==> config.mk <==
export PLATFORM = sky130hd
export DESIGN_NAME = fetch_sequencer
export DESIGN_NICKNAME = d
export VERILOG_FILES = /design/src/rtl/fetch_pkg.sv /design/src/rtl/sat_counter16.sv /design/src/rtl/fetch_sequencer.sv
export SDC_FILE = /design/constraint.sdc
export NUM_CORES = 1
export LEC_CHECK = 0
export CORE_ASPECT_RATIO = 2
export CORE_MARGIN = 5
export CORE_UTILIZATION = 35
export CTS_CLUSTER_DIAMETER = 100
export DETAILED_ROUTE_END_ITERATION = 8
export PLACE_DENSITY = 0.74
export REMOVE_ABC_BUFFERS = 1
export SLEW_MARGIN = 20
export SYNTH_ARGS = -nofsm -noshare
export SYNTH_HDL_FRONTEND = slang
export SYNTH_SLANG_ARGS = --single-unit
==> constraint.sdc <==
create_clock -name clk -period 1.5 [get_ports clk]
set_input_delay 0.45 -clock clk [delete_from_list [all_inputs] [get_ports clk]]
set_output_delay 0.45 -clock clk [all_outputs]
set_load 0.02 [all_outputs]
==> src/rtl/fetch_pkg.sv <==
// Shared definitions for the fetch sequencer: FSM state encoding and widths.
package fetch_pkg;

    // FSM states; encoding is visible on the debug state port.
    typedef enum logic [1:0] {
        FS_BOOT  = 2'd0,
        FS_RUN   = 2'd1,
        FS_FLUSH = 2'd2,
        FS_HALT  = 2'd3
    } fetch_state_e;

    // Default PC / instruction-address width.
    localparam int FETCH_PC_W = 12;

    // Width of the performance counters.
    localparam int PERF_CNT_W = 16;

    // Bubble counter width; holds REDIRECT_BUBBLES-1 for 1..7 bubbles.
    localparam int BUBBLE_CNT_W = 3;

endpackage : fetch_pkg

==> src/rtl/sat_counter16.sv <==
// Saturating event counter with asynchronous active-high reset.
// Increments by one on each enabled edge and sticks at all-ones.
module sat_counter16
    import fetch_pkg::*;
(
    input  logic                  clk,
    input  logic                  rst,
    input  logic                  en_i,
    output logic [PERF_CNT_W-1:0] count_o
);

    logic [PERF_CNT_W-1:0] count_q;
    logic [PERF_CNT_W-1:0] count_d;

    // Next count: advance when enabled unless already saturated.
    always_comb begin
        count_d = count_q;
        if (en_i && (count_q != {PERF_CNT_W{1'b1}})) begin
            count_d = count_q + PERF_CNT_W'(1);
        end
    end

    // Count register.
    always_ff @(posedge clk or posedge rst) begin
        if (rst) begin
            count_q <= '0;
        end else begin
            count_q <= count_d;
        end
    end

    assign count_o = count_q;

endmodule : sat_counter16

==> src/rtl/fetch_sequencer.sv <==
// Fetch sequencer: owns the IA-stage PC and issue enable, sequencing boot,
// hazard stall, branch redirect with wrong-path flush, and halt.
// Optional macro FETCH_PERF_EN adds saturating issue/redirect counters;
// without it issue_count and redirect_count are tied to zero.
module fetch_sequencer
    import fetch_pkg::*;
#(
    parameter int              PC_W             = FETCH_PC_W,
    parameter logic [PC_W-1:0] RESET_PC         = '0,
    parameter int              REDIRECT_BUBBLES = 2
) (
    input  logic                  clk,
    input  logic                  rst,
    input  logic                  stall_req,
    input  logic                  halt_req,
    input  logic                  redirect_valid,
    input  logic [PC_W-1:0]       redirect_pc,
    output logic [PC_W-1:0]       ia_pc,
    output logic                  ia_en,
    output logic                  flush,
    output logic [1:0]            state,
    output logic [PERF_CNT_W-1:0] issue_count,
    output logic [PERF_CNT_W-1:0] redirect_count
);

    // Loaded on each accepted redirect; FLUSH lasts this value plus one cycle.
    localparam logic [BUBBLE_CNT_W-1:0] BUB_INIT = BUBBLE_CNT_W'(REDIRECT_BUBBLES - 1);

    fetch_state_e            state_q, state_d;
    logic [PC_W-1:0]         pc_q, pc_d;
    logic [BUBBLE_CNT_W-1:0] bub_q, bub_d;

    // Next-state, PC and bubble-counter logic; redirect > halt > stall > issue.
    always_comb begin
        state_d = state_q;
        pc_d    = pc_q;
        bub_d   = bub_q;
        unique case (state_q)
            FS_BOOT: begin
                state_d = FS_RUN;
            end
            FS_RUN: begin
                if (redirect_valid) begin
                    pc_d    = redirect_pc;
                    bub_d   = BUB_INIT;
                    state_d = FS_FLUSH;
                end else if (halt_req) begin
                    state_d = FS_HALT;
                end else if (!stall_req) begin
                    pc_d = pc_q + PC_W'(1);
                end
            end
            FS_FLUSH: begin
                if (redirect_valid) begin
                    pc_d  = redirect_pc;
                    bub_d = BUB_INIT;
                end else if (bub_q == '0) begin
                    state_d = FS_RUN;
                end else begin
                    bub_d = bub_q - BUBBLE_CNT_W'(1);
                end
            end
            FS_HALT: begin
                if (redirect_valid) begin
                    pc_d    = redirect_pc;
                    bub_d   = BUB_INIT;
                    state_d = FS_FLUSH;
                end
            end
            default: begin
                state_d = FS_BOOT;
            end
        endcase
    end

    // FSM, PC and bubble-counter registers.
    always_ff @(posedge clk or posedge rst) begin
        if (rst) begin
            state_q <= FS_BOOT;
            pc_q    <= RESET_PC;
            bub_q   <= '0;
        end else begin
            state_q <= state_d;
            pc_q    <= pc_d;
            bub_q   <= bub_d;
        end
    end

    // Issue only in RUN with no competing request this cycle.
    assign ia_en = (state_q == FS_RUN) & ~stall_req & ~halt_req & ~redirect_valid;
    assign flush = (state_q == FS_FLUSH);
    assign ia_pc = pc_q;
    assign state = state_q;

`ifdef FETCH_PERF_EN
    // A redirect is taken in every state except BOOT.
    logic redirect_accept;
    assign redirect_accept = redirect_valid & (state_q != FS_BOOT);

    sat_counter16 u_issue_cnt (
        .clk     (clk),
        .rst     (rst),
        .en_i    (ia_en),
        .count_o (issue_count)
    );

    sat_counter16 u_redirect_cnt (
        .clk     (clk),
        .rst     (rst),
        .en_i    (redirect_accept),
        .count_o (redirect_count)
    );
`else
    assign issue_count    = '0;
    assign redirect_count = '0;
`endif

endmodule : fetch_sequencer

==> Yosys cells after proc, flatten, opt, wreduce, memory -nomap -nowiden <==
Index checks and enable logic that the tools add are counted.
{ "word_totals": {"output_inout_bits": 48, "elab_cells": 47, "ff_bits": 17, "inputBits": 17} }
{ "classes": {"muxes": 15, "n_addsub": 2, "n_reduce_logical": 9, "n_bitwise": 6, "eq_ne": 12} }
{ "ops": {"columns": ["cell", "count"], "rows": [
  ["$mux W12", 4],
  ["$pmux W12 S2", 1],
  ["$add A12 B1 Y12 const B", 1],
  ["$ne A3 B3 Y1 const B", 4],
  ["$mux W2", 5],
  ["$mux W3", 3],
  ["$pmux W2 S4", 1],
  ["$reduce_and A4 Y1", 2],
  ["$ne A2 B1 Y1 const B", 3],
  ["$pmux W3 S2", 1],
  ["$eq A2 B2 Y1 const B", 2],
  ["$ne A2 B2 Y1 const B", 2],
  ["$reduce_bool A2 Y1", 2],
  ["$reduce_or A2 Y1", 2],
  ["$and A1 B1 Y1", 3],
  ["$logic_not A3 Y1", 1],
  ["$not A1 Y1", 3],
  ["$reduce_and A3 Y1", 1],
  ["$sub A3 B1 Y3 const B", 1],
  ["$eq A2 B1 Y1 const B", 1],
  ["$logic_not A2 Y1", 1]
]} }

==> Longest topological paths before layout <==
{ "depth": {"depth_word": 5, "ltp_mapped": 7, "ltp_nobuf": 7} }

==> Worst setup path after synthesis <==
Ideal clock, no wire load.
{ "synth_timing": {"kind": "register to output", "from": "register state_q[1] (netlist: state[1])", "to": "output ia_en", "path_buffers": 2, "setup_slack_ps": -415, "path_stages_with_launch": 5, "arrival_ps": 1465, "required_ps": 1050, "path_cell_list": "dfrtp_1 -> or2_1 -> buf_6 -> buf_6 -> nor4b_2"} }
{ "synth_between": {"elab_chain_cells": 4} }
{ "synth_lines": {"columns": ["element", "line_no", "text"], "rows": [
  ["from (decl)", "fetch_sequencer.sv:29", "fetch_state_e state_q, state_d;"],
  ["from (signal assigned)", "fetch_sequencer.sv:83", "state_q <= state_d;"],
  ["$eq A2 B1 Y1", "fetch_sequencer.sv:90", "assign ia_en = (state_q == FS_RUN) & ~stall_req & ~halt_req & ~redirect_valid;"],
  ["$and A1 B1 Y1 (3 in a row)", "fetch_sequencer.sv:90", null],
  ["to (decl)", "fetch_sequencer.sv:19", "output logic ia_en,"]
]} }
No other way between the ends.

==> Final worst setup path <==
Ends and elaborated chain as after synthesis.

==> results.py <==
metrics = {
    "status": {
        "status": "finished, violations left",
        "violations": "negative setup slack",
    },
    "logic_synthesis": {
        "synth_top_area_share_pct": 33.1,
        "async_flop_share_pct": 100,
        "synth_edf_count": 0,
        "postSynthAreaPerCell_um2": 8.52,
        "synth_seq_cells": 17,
        "yosys_warnings": 0,
        "yosys.cell_count.top_type": "buf_4",
        "synth-seq-area-share_pct": 33.1,
        "syn_inst": 151,
        "synth_top_cells_by_area": "dfrtp_1, buf_4, a21oi_1, o22ai_1, nand2_1",
        "synthFlopType": "dfrtp_1",
        "synthTopCellsByCount": "buf_4, dfrtp_1, a21oi_1",
        "netlist-cell-type-count": 32,
        "synth.largest_area_cell": "dfrtp_1",
        "netlist_area_um2": 1290,
    },
    "timing": {
        "timing.fmax_mhz": 575,
        "setup_ws_ns": -0.239,
        "finalCritPeriodShare_pct": 116,
        "grt_setup_unrepaired": "yes",
        "hold_slack_ns": 0.506,
        "setup_viol": 3,
        "hold_viol_final": 0,
        "drv_slew": 0,
        "fin_crit_ns": 1.74,
        "fin_skew_ns": 0.00589,
    },
    "setup_path": {
        "rrSetupSlack_ns": -0.01,
        "cp_num_buf_inv": 1,
        "worst_r2r_path_depth": 7,
        "crit_arrival_ns": 1.29,
        "cp_max_fo": 2,
        "cp_slowest_cell": "dfrtp_1",
        "endpoint_kind": "primary output",
        "critPathKind": "flip-flop to primary output",
        "path_cells": "or2_1, nor4b_2, buf_4",
        "slowest_delay_ns": 0.38,
        "worst_ep_required_time_ns": 1.05,
        "critPathLaunchType": "flip-flop",
        "crit_family": "simple AND/OR/NAND/NOR gates",
        "crit_start": "state[1]$_DFFE_PP0P_",
        "worstReg2RegStart": "bub_q[1]$_DFFE_PP0P_",
        "timing.rr.end": "bub_q[0]$_DFFE_PP0P_",
    },
    "global_routing": {
        "busiest_layer": "met2",
        "antenna_found_initial": 0,
        "grt_use_total_pct": 14.1,
        "grt_max_degree": 18,
        "met3_usage_pct": 2.33,
        "grt_first_pass_wirelength_um": 5400,
        "grtUsageMet1_pct": 13.7,
        "use_met2_pct": 26.1,
        "grt_pass1_vias": 1321,
        "overflow": 0,
    },
    "clock_tree": {
        "path_clk_slew_ns": 0.07,
        "cts_hold_buf": 0,
        "htreeDepth": 1,
        "clockBufferDepth": 2,
        "cts_tree": "done",
        "clk-insertion-delay-late_ns": 0.26,
        "clock-sinks": 17,
        "cts_root_buf": "clkbuf_8",
        "cts_buffers": 3,
    },
    "floorplan": {
        "die_width_um": 52.9,
        "initial_core_util_pct": 35.7,
        "coreArea_um2": 3610,
        "io_pins": 65,
        "die_y_um": 95.7,
        "num_rows": 31,
        "dieArea_um2": 5060,
    },
    "layout": {
        "n_fill_cell": 351,
        "final_area_um2": 1820,
        "multi_input_area_um2": 744,
        "diodes": 0,
        "seqCellArea_um2": 425,
        "drive_gt1_share_pct": 25.1,
        "syn2layout_area_growth_pct": 41.4,
        "layout.cells.non_filler": 256,
        "nNetsFinal": 228,
    },
    "power_and_ir_drop": {
        "ir_drop_v": 0.00114,
        "p_leak_nw": 0.827,
        "p_per_area_nw_per_um2": 1910,
    },
    "routing": {
        "drt-initial-drc-count": 16,
        "firstDrtPassIters": 4,
        "routed-via-count": 1244,
        "drc": 0,
        "ant_nets": 0,
        "wl_per_cell_um": 13.1,
        "wirelength_um": 3350,
        "post_drt_via_cell_ratio": 4.86,
    },
    "placed_design": {
        "numPortBuffers": 32,
        "dp_slack_ns": -0.961,
        "placed_area_um2": 1690,
        "gp_congestion": 0.784,
        "numPlacedInstances": 249,
        "dp_hpwl_um": 2500,
    },
    "hold_path": {
        "hold_path.class": "input port to asynchronous set/reset pin",
    },
    "run": {
        "cap_violations": 0,
    },
}
cell type report:
| class | count | area share [%] |
|---|---|---|
| flip-flops and latches | 17 | 23.4 |
| well taps | 49 | 3.37 |
| multi-input cells | 120 | 40.9 |
| clock buffers | 4 | 2.48 |
| repair buffers | 60 | 28.6 |
| inverters | 6 | 1.24 |
kinds of logic (layout without fill, tap and decap cells):
| kind of cell | Yosys count | after routing | synth area share, % |
|---|---|---|---|
| multiplexers | 1 | 1 | 0.778 |
| adder cells (fa/ha/maj) | 3 | 3 | 2.92 |
| AND/OR/NAND/NOR | 36 | 36 | 14.6 |
| other | 1 | 32 | 0.292 |
| AO/OA/AOI/OAI | 47 | 48 | 23.2 |
| flip-flops | 17 | 17 | 33.1 |
| buffers and inverters | 46 | 70 | 25.1 |
layer usage:
metal | vias up | part of all wire, %
li1 | 594 | -
met1 | 583 | 36
met2 | 58 | 54
met3 | 9 | 7.7
met4 | 0 | 2.8
met5 | - | 0
timing repair:
action	4_1_cts	5_1_grt
endpoints found under the setup margin	31	18
gates cloned	1	0
gates resized for setup	46	11
pin swaps	10	8
buffers inserted	2	2
cell usage in the layout (no fill, tap or decap), types with 2 or more instances in the layout:
cell,count
nand4_1,2
dlygate4sd2_1,12
o22ai_1,7
o22a_1,3
a21oi_2,4
clkbuf_8,3
nor2_2,2
and3_1,4
ha_4,2
clkdlybuf4s15_1,3
clkdlybuf4s50_1,13
nor2_1,6
a2bb2oi_1,4
dfrtp_1,17
a21oi_1,11
buf_4,29
o21ai_1,5
nand2_1,10
o21ai_0,4
o2bb2ai_1,2
nand3_1,5
a31oi_1,2
inv_1,5
a41o_1,2
conb_1,32
how the worst max path moves through the flow:
stage,endpoint,slack (ns),depth (start not counted)
2_1_floorplan,ia_en,-0.34,2
3_3_place_gp,ia_en,-0.92,4
3_5_place_dp,ia_en,-0.96,4
4_1_cts,ia_en,-0.34,3
5_1_grt,ia_en,-0.29,3
6_report,ia_en,-0.24,3
where the power goes:
part	internal (mW)	switching, mW	leakage, nW	total [mW]
sequential	0.685	0.137	0.196	0.822
clock	0.189	0.161	0.0228	0.350
combinational	1.06	1.24	0.608	2.30
total	1.93	1.54	0.827	3.47
tightest hold or removal path: stages:
cell and delay (ns):
clkdlybuf4s50_1 0.39, inv_1 0.05, buf_4 0.24
flip-flops by register name, indices dropped and copies added (netlist names):
name,cells
bub_q,3
ia_pc,12
state,2
stage by stage:
step | TNS, ns | utilization, % | power, mW
5_1_grt | -0.624 | 50.4 | 3.73
3_3_place_gp | -7.12 | 46.9 | 2.98
6_report | -0.291 | 50.4 | 3.47
4_1_cts | -0.940 | 49.7 | 3.39
2_1_floorplan | -1.47 | - | 1.93
3_5_place_dp | -7.42 | 46.9 | 3.02
No activity file was read; power rests on OpenSTA's default activity.
